File: src/rtl/mem2reg_array.sv
// Flip-flop register array with indexed write, increment-all and an index-init sweep.
// Build option: define MEM2REG_ARRAY_SAT_EN to make increment-all saturate instead of wrap.
module mem2reg_array #(
    parameter int unsigned WIDTH = 4,
    parameter int unsigned DEPTH = 8,
    parameter int unsigned AW    = 3
) (
    input  logic             clk,
    input  logic             reset,
    input  logic             cmd_valid,
    output logic             cmd_ready,
    input  logic [1:0]       cmd_op,
    input  logic [AW-1:0]    addr,
    input  logic [WIDTH-1:0] wdata,
    input  logic [AW-1:0]    raddr_a,
    input  logic [AW-1:0]    raddr_b,
    output logic [WIDTH-1:0] rdata_a,
    output logic [WIDTH-1:0] rdata_b,
    output logic             busy,
    output logic             done,
    output logic             err
);

    typedef enum logic {
        ST_IDLE  = 1'b0,
        ST_SWEEP = 1'b1
    } state_e;

    localparam logic [1:0] OP_WRITE = 2'b01;
    localparam logic [1:0] OP_INC   = 2'b10;
    localparam logic [1:0] OP_SWEEP = 2'b11;

    logic [WIDTH-1:0] mem_q [DEPTH];
    logic [WIDTH-1:0] mem_d [DEPTH];
    state_e           state_q, state_d;
    logic [AW-1:0]    ptr_q, ptr_d;
    logic             done_q, done_d;
    logic             err_q, err_d;
    logic             wr_hit;

    assign busy      = (state_q == ST_SWEEP);
    assign cmd_ready = (state_q == ST_IDLE);
    assign done      = done_q;
    assign err       = err_q;

    // Address decode by enumeration so out-of-range addresses simply match nothing.
    always_comb begin
        wr_hit = 1'b0;
        for (int i = 0; i < int'(DEPTH); i++) begin
            if (addr == AW'(i)) wr_hit = 1'b1;
        end
    end

    always_comb begin
        rdata_a = '0;
        rdata_b = '0;
        for (int i = 0; i < int'(DEPTH); i++) begin
            if (raddr_a == AW'(i)) rdata_a = mem_q[i];
            if (raddr_b == AW'(i)) rdata_b = mem_q[i];
        end
    end

    // Next-state: commands only act while idle; the sweep owns the array otherwise.
    always_comb begin
        mem_d   = mem_q;
        state_d = state_q;
        ptr_d   = ptr_q;
        done_d  = 1'b0;
        err_d   = 1'b0;
        case (state_q)
            ST_IDLE: begin
                if (cmd_valid) begin
                    case (cmd_op)
                        OP_WRITE: begin
                            for (int i = 0; i < int'(DEPTH); i++) begin
                                if (addr == AW'(i)) mem_d[i] = wdata;
                            end
                            err_d = !wr_hit;
                        end
                        OP_INC: begin
                            for (int i = 0; i < int'(DEPTH); i++) begin
`ifdef MEM2REG_ARRAY_SAT_EN
                                if (!(&mem_q[i])) mem_d[i] = mem_q[i] + WIDTH'(1);
`else
                                mem_d[i] = mem_q[i] + WIDTH'(1);
`endif
                            end
                        end
                        OP_SWEEP: begin
                            state_d = ST_SWEEP;
                            ptr_d   = '0;
                        end
                        default: ;
                    endcase
                end
            end
            ST_SWEEP: begin
                for (int i = 0; i < int'(DEPTH); i++) begin
                    if (ptr_q == AW'(i)) mem_d[i] = WIDTH'(ptr_q);
                end
                ptr_d = ptr_q + AW'(1);
                if (ptr_q == AW'(DEPTH - 1)) begin
                    state_d = ST_IDLE;
                    ptr_d   = '0;
                    done_d  = 1'b1;
                end
            end
            default: state_d = ST_IDLE;
        endcase
    end

    always_ff @(posedge clk) begin
        if (reset) begin
            for (int i = 0; i < int'(DEPTH); i++) mem_q[i] <= WIDTH'(i);
            state_q <= ST_IDLE;
            ptr_q   <= '0;
            done_q  <= 1'b0;
            err_q   <= 1'b0;
        end else begin
            mem_q   <= mem_d;
            state_q <= state_d;
            ptr_q   <= ptr_d;
            done_q  <= done_d;
            err_q   <= err_d;
        end
    end

endmodule
File: config.mk
export PLATFORM = sky130hd
export DESIGN_NAME = mem2reg_array
export DESIGN_NICKNAME = d
export VERILOG_FILES = /design/src/rtl/mem2reg_array.sv
export SDC_FILE = /design/constraint.sdc
export NUM_CORES = 1
export LEC_CHECK = 0
export CAP_MARGIN = 5
export CORE_MARGIN = 4
export CORE_UTILIZATION = 40
export DETAILED_ROUTE_END_ITERATION = 12
export PLACE_DENSITY_LB_ADDON = 0.08
export SLEW_MARGIN = 40
export SYNTH_ARGS = -nofsm -noshare
export SYNTH_HDL_FRONTEND = slang
export SYNTH_SLANG_ARGS = --single-unit
File: constraint.sdc
create_clock -name clk -period 1.9 [get_ports clk]
set_clock_uncertainty 0.15 [all_clocks]
set_input_delay 0.19 -clock clk [delete_from_list [all_inputs] [get_ports clk]]
set_output_delay 0.19 -clock clk [all_outputs]
set_load 0.1 [all_outputs]
==> summary.md <==
| Metric | Value |
|---|---|
| Status | `finished, violations left` |
| Failing checks | `setup timing` |
| Critical Path Start Type | `flop` |
| Syn Area/Cell | `8.62 um2` |
| Tmin final | `1.94 ns` |
| Seq/Total Area, Yosys | `26.6%` |
| CP endpoint kind | `output port` |
| Antenna viol nets, final | `0` |
| Final HPWL DP | `7270 um` |
| Area growth, synth to finish | `43.3%` |
| Kind of critical path | `reg -> out` |
| WHS | `0.340 ns` |
| Drt drc | `0` |
| Clock Power Share | `21.9%` |
| Tot Pwr | `2.65 mW` |
| Synth cell types | `54` |
| Cts hold-fix bufs | `0` |
| Core Area | `6870 um2` |
| RSZ-0062 raised after global routing | `yes` |
| Switching part of the total power | `38.0%` |
| Max_slew headroom | `64.2%` |
| Syn. warnings | `0` |
| Vias in the first global route | `2,859` |
| Final Hold Viols | `0` |
| All-layer global routing usage | `22.3%` |
| Peak supply drop | `471 uV` |
| Switch Pwr | `1.01 mW` |
| Internal power | `1.64 mW` |
| I/O Pins | `30` |
| Sequential cell area | `806 um2` |
| CP Data Required Time | `1.56 ns` |
| Share of layout cells above drive strength 1 | `36.8%` |
| Max Clk Rate | `515 MHz` |
| Crit-path max FO | `4` |
| Mapped Cells | `332` |
| Die height | `92.6 um` |
| Post-synth ARST share | `0%` |
| # diodes | `0` |
| Synthesized area | `2860 um2` |
| Buffers & Inverters on Critical Path | `1` |
| Total gr overflow | `0` |
| First-pass GRT wire length | `14,800 um` |
| Gate power share | `42.6%` |
| Setup ws final | `-0.0434 ns` |
| H-tree levels | `2` |
| Final Routed Wirelength | `9130 um` |
| Max Buffers Root-to-Sink | `2` |
| Multi-input gate area | `2090 um2` |
| Delay-heaviest family, CP | `multiplexers` |
| R2r startpoint | `ptr_q[0]` |
| Crit-path cells | `mux4_2 -> mux2_4 -> buf_12` |
| Layout Nets | `455` |
| Cell count after placement | `506` |
| Router iterations before antenna repair | `4` |
| Die area | `8570 um2` |
| Post-synth top flop | `dfxtp_1` |
| CTS tree | `done` |
| Final Wtd Congestion | `0.951` |
| Clock latency on the worst-skew pair | `0.30 ns` |
| FP Rows | `30` |
| Initial antenna violation count | `0` |
| Clock Sink Count | `38` |
| Hold Crit Endpoint | `ptr_q[0]` |
| Pwr/cell area | `647 nW/um2` |
| Largest net degree at the start of global routing | `26` |
| R2R cell count | `6` |
| HP Start | `ptr_q[0]` |
| FF-to-FF setup slack | `0.10 ns` |
| Vias per cell | `5.41` |
| Via count | `2,813` |
| Largest stage delay, worst path | `0.47 ns` |
| Setup TNS | `-0.134 ns` |
| Syn nets | `364` |
| Crit path max-delay cell type | `mux4_2` |
| Fin. max-slew vios | `0` |
| Final setup vio count | `4` |
| Total CTS buffers | `5` |
| Hold Crit Class | `reg -> reg` |
| Die width | `92.6 um` |
| Routed len/inst | `17.6 um` |
| Yosys reg bits | `38` |
| Reg clk slew, reported paths | `0.09 ns` |
| Max Cap Viol | `0` |
| Fin cells | `520` |
| Initial core utilization | `41.7%` |
| Seq pwr share | `35.5%` |
| Buffers on Ports | `29` |
| Hold path cells | `2` |
| LEAKAGE | `1.74 nW` |
| FILL cells | `621` |
| Reg2reg end | `mem_q[0]` |
| Clk root buf | `clkbuf_8` |
| Period utilisation layout | `102%` |
| EDFF count, synth | `0` |
| Slew @ Worst Pin | `0.532 ns` |
| Iter 0 DRT Violations | `127` |
| Pre-CTS WS | `-0.337 ns` |
| Arr. time, crit path | `1.60 ns` |
-- worst max path at each step --
stage,depth (start not counted),start,end
after floorplan,6,raddr_a[1],rdata_a[2]
after global placement,5,cmd_op[0],mem_q[25]
after detailed placement,5,cmd_op[0],mem_q[24]
after CTS,3,mem_q[2],rdata_b[2]
after global routing,3,mem_q[2],rdata_b[2]
final,3,mem_q[2],rdata_b[2]
-- per-stage QoR --
stage               instance area [um2]  util (%)
CTS                                4060      59.1
floorplan                          2950         -
global route                       4100      59.7
detailed placement                 3880      56.4
finish                             4100      59.7
global placement                   3880      56.4
-- flip-flops by register name (all words and copies together) (netlist names) --
name / cells
ptr_q: 3
done: 1
mem_q: 32
err: 1
busy: 1
-- cell type report --
cell class | count | area share, %
multi-input cells | 266 | 51.1
clock buffers | 6 | 1.77
flip-flops and latches | 38 | 19.7
repair buffers | 104 | 23.4
well taps | 96 | 2.93
inverters | 8 | 0.854
clock inverters | 2 | 0.336
-- tightest hold or removal path: stages, from the launching register on --
cell	delay (ns)
dfxtp_2	0.35
nand2_1	0.06
a21oi_1	0.05
-- cell usage after synthesis, drive strengths merged, types with 9 or more instances --
master	number	share of area, %
dfxtp	38	27
xor2	11	3.6
a21oi	19	3.5
a211oi	12	3.5
nor2	33	4.3
nand3	11	1.9
nand2	31	4.1
ha	14	6.1
nor2b	9	2.0
o21ai	21	3.7
buf	9	1.8
clkbuf	11	1.4
mux2i	24	8.4
-- power groups by stage --
stage / logic [mW] / clock network [mW] / registers (mW)
floorplan: 0.642 / 0 / 0.954
global placement: 1.07 / 0 / 0.959
detailed placement: 1.08 / 0 / 0.959
CTS: 1.11 / 0.588 / 0.940
global route: 1.21 / 0.619 / 0.951
finish: 1.13 / 0.580 / 0.941
-- cell usage in the layout, fill, tap and decap left out, types with 3 or more instances in the layout --
cell type        synthesis  final
dlygate4sd2_1            0      5
mux2_4                   0      3
buf_4                    1     75
clkdlybuf4s50_1          0     12
a21oi_2                  1      4
mux4_2                   8      8
xnor2_1                  6      6
nand2b_1                 7      7
mux2i_1                 24     24
nor2b_1                  9      8
ha_1                    14     14
a211oi_4                 0      3
o311ai_0                 4      3
nand3_1                 11     10
a21o_1                   7      7
dfxtp_2                  0     15
dfxtp_1                 38     16
dfxtp_4                  0      7
a21oi_1                 18     15
nand2_1                 31     30
and2_1                   4      4
a32o_1                   4      4
buf_12                   0     11
a211oi_1                10      8
clkbuf_8                 0      5
inv_1                    6      6
o21ai_0                 21     19
mux2_2                   8      5
xor2_1                  10     10
nor2_1                  33     31
-- cells by family after synthesis --
family | Yosys count | share of synthesized area [%]
compound gates | 88 | 21.4
xor+xnor | 17 | 5.47
fa+ha+maj | 14 | 6.12
buf+inv | 28 | 4.33
flops | 38 | 26.6
mux | 40 | 17.8
other cells | 1 | 0.131
simple gates | 106 | 18.1
-- routing by layer --
| layer | GRT usage, % | share of wire, % | vias to the layer above |
|---|---|---|---|
| met2 | 37.3 | 48 | 46 |
| met4 | 5.32 | 1.1 | 0 |
| met3 | 3.57 | 3.2 | 11 |
| met5 | 0 | 0 | - |
| met1 | 30.0 | 47 | 1361 |
| li1 | - | - | 1395 |
-- what timing repair did --
action / 4_1_cts / 5_1_grt
resized for setup: 35 / 14
endpoints found under the setup margin: 11 / 13
pin swaps: 0 / 2
buffers inserted: 5 / 1
(Power assumes the default switching activity.)
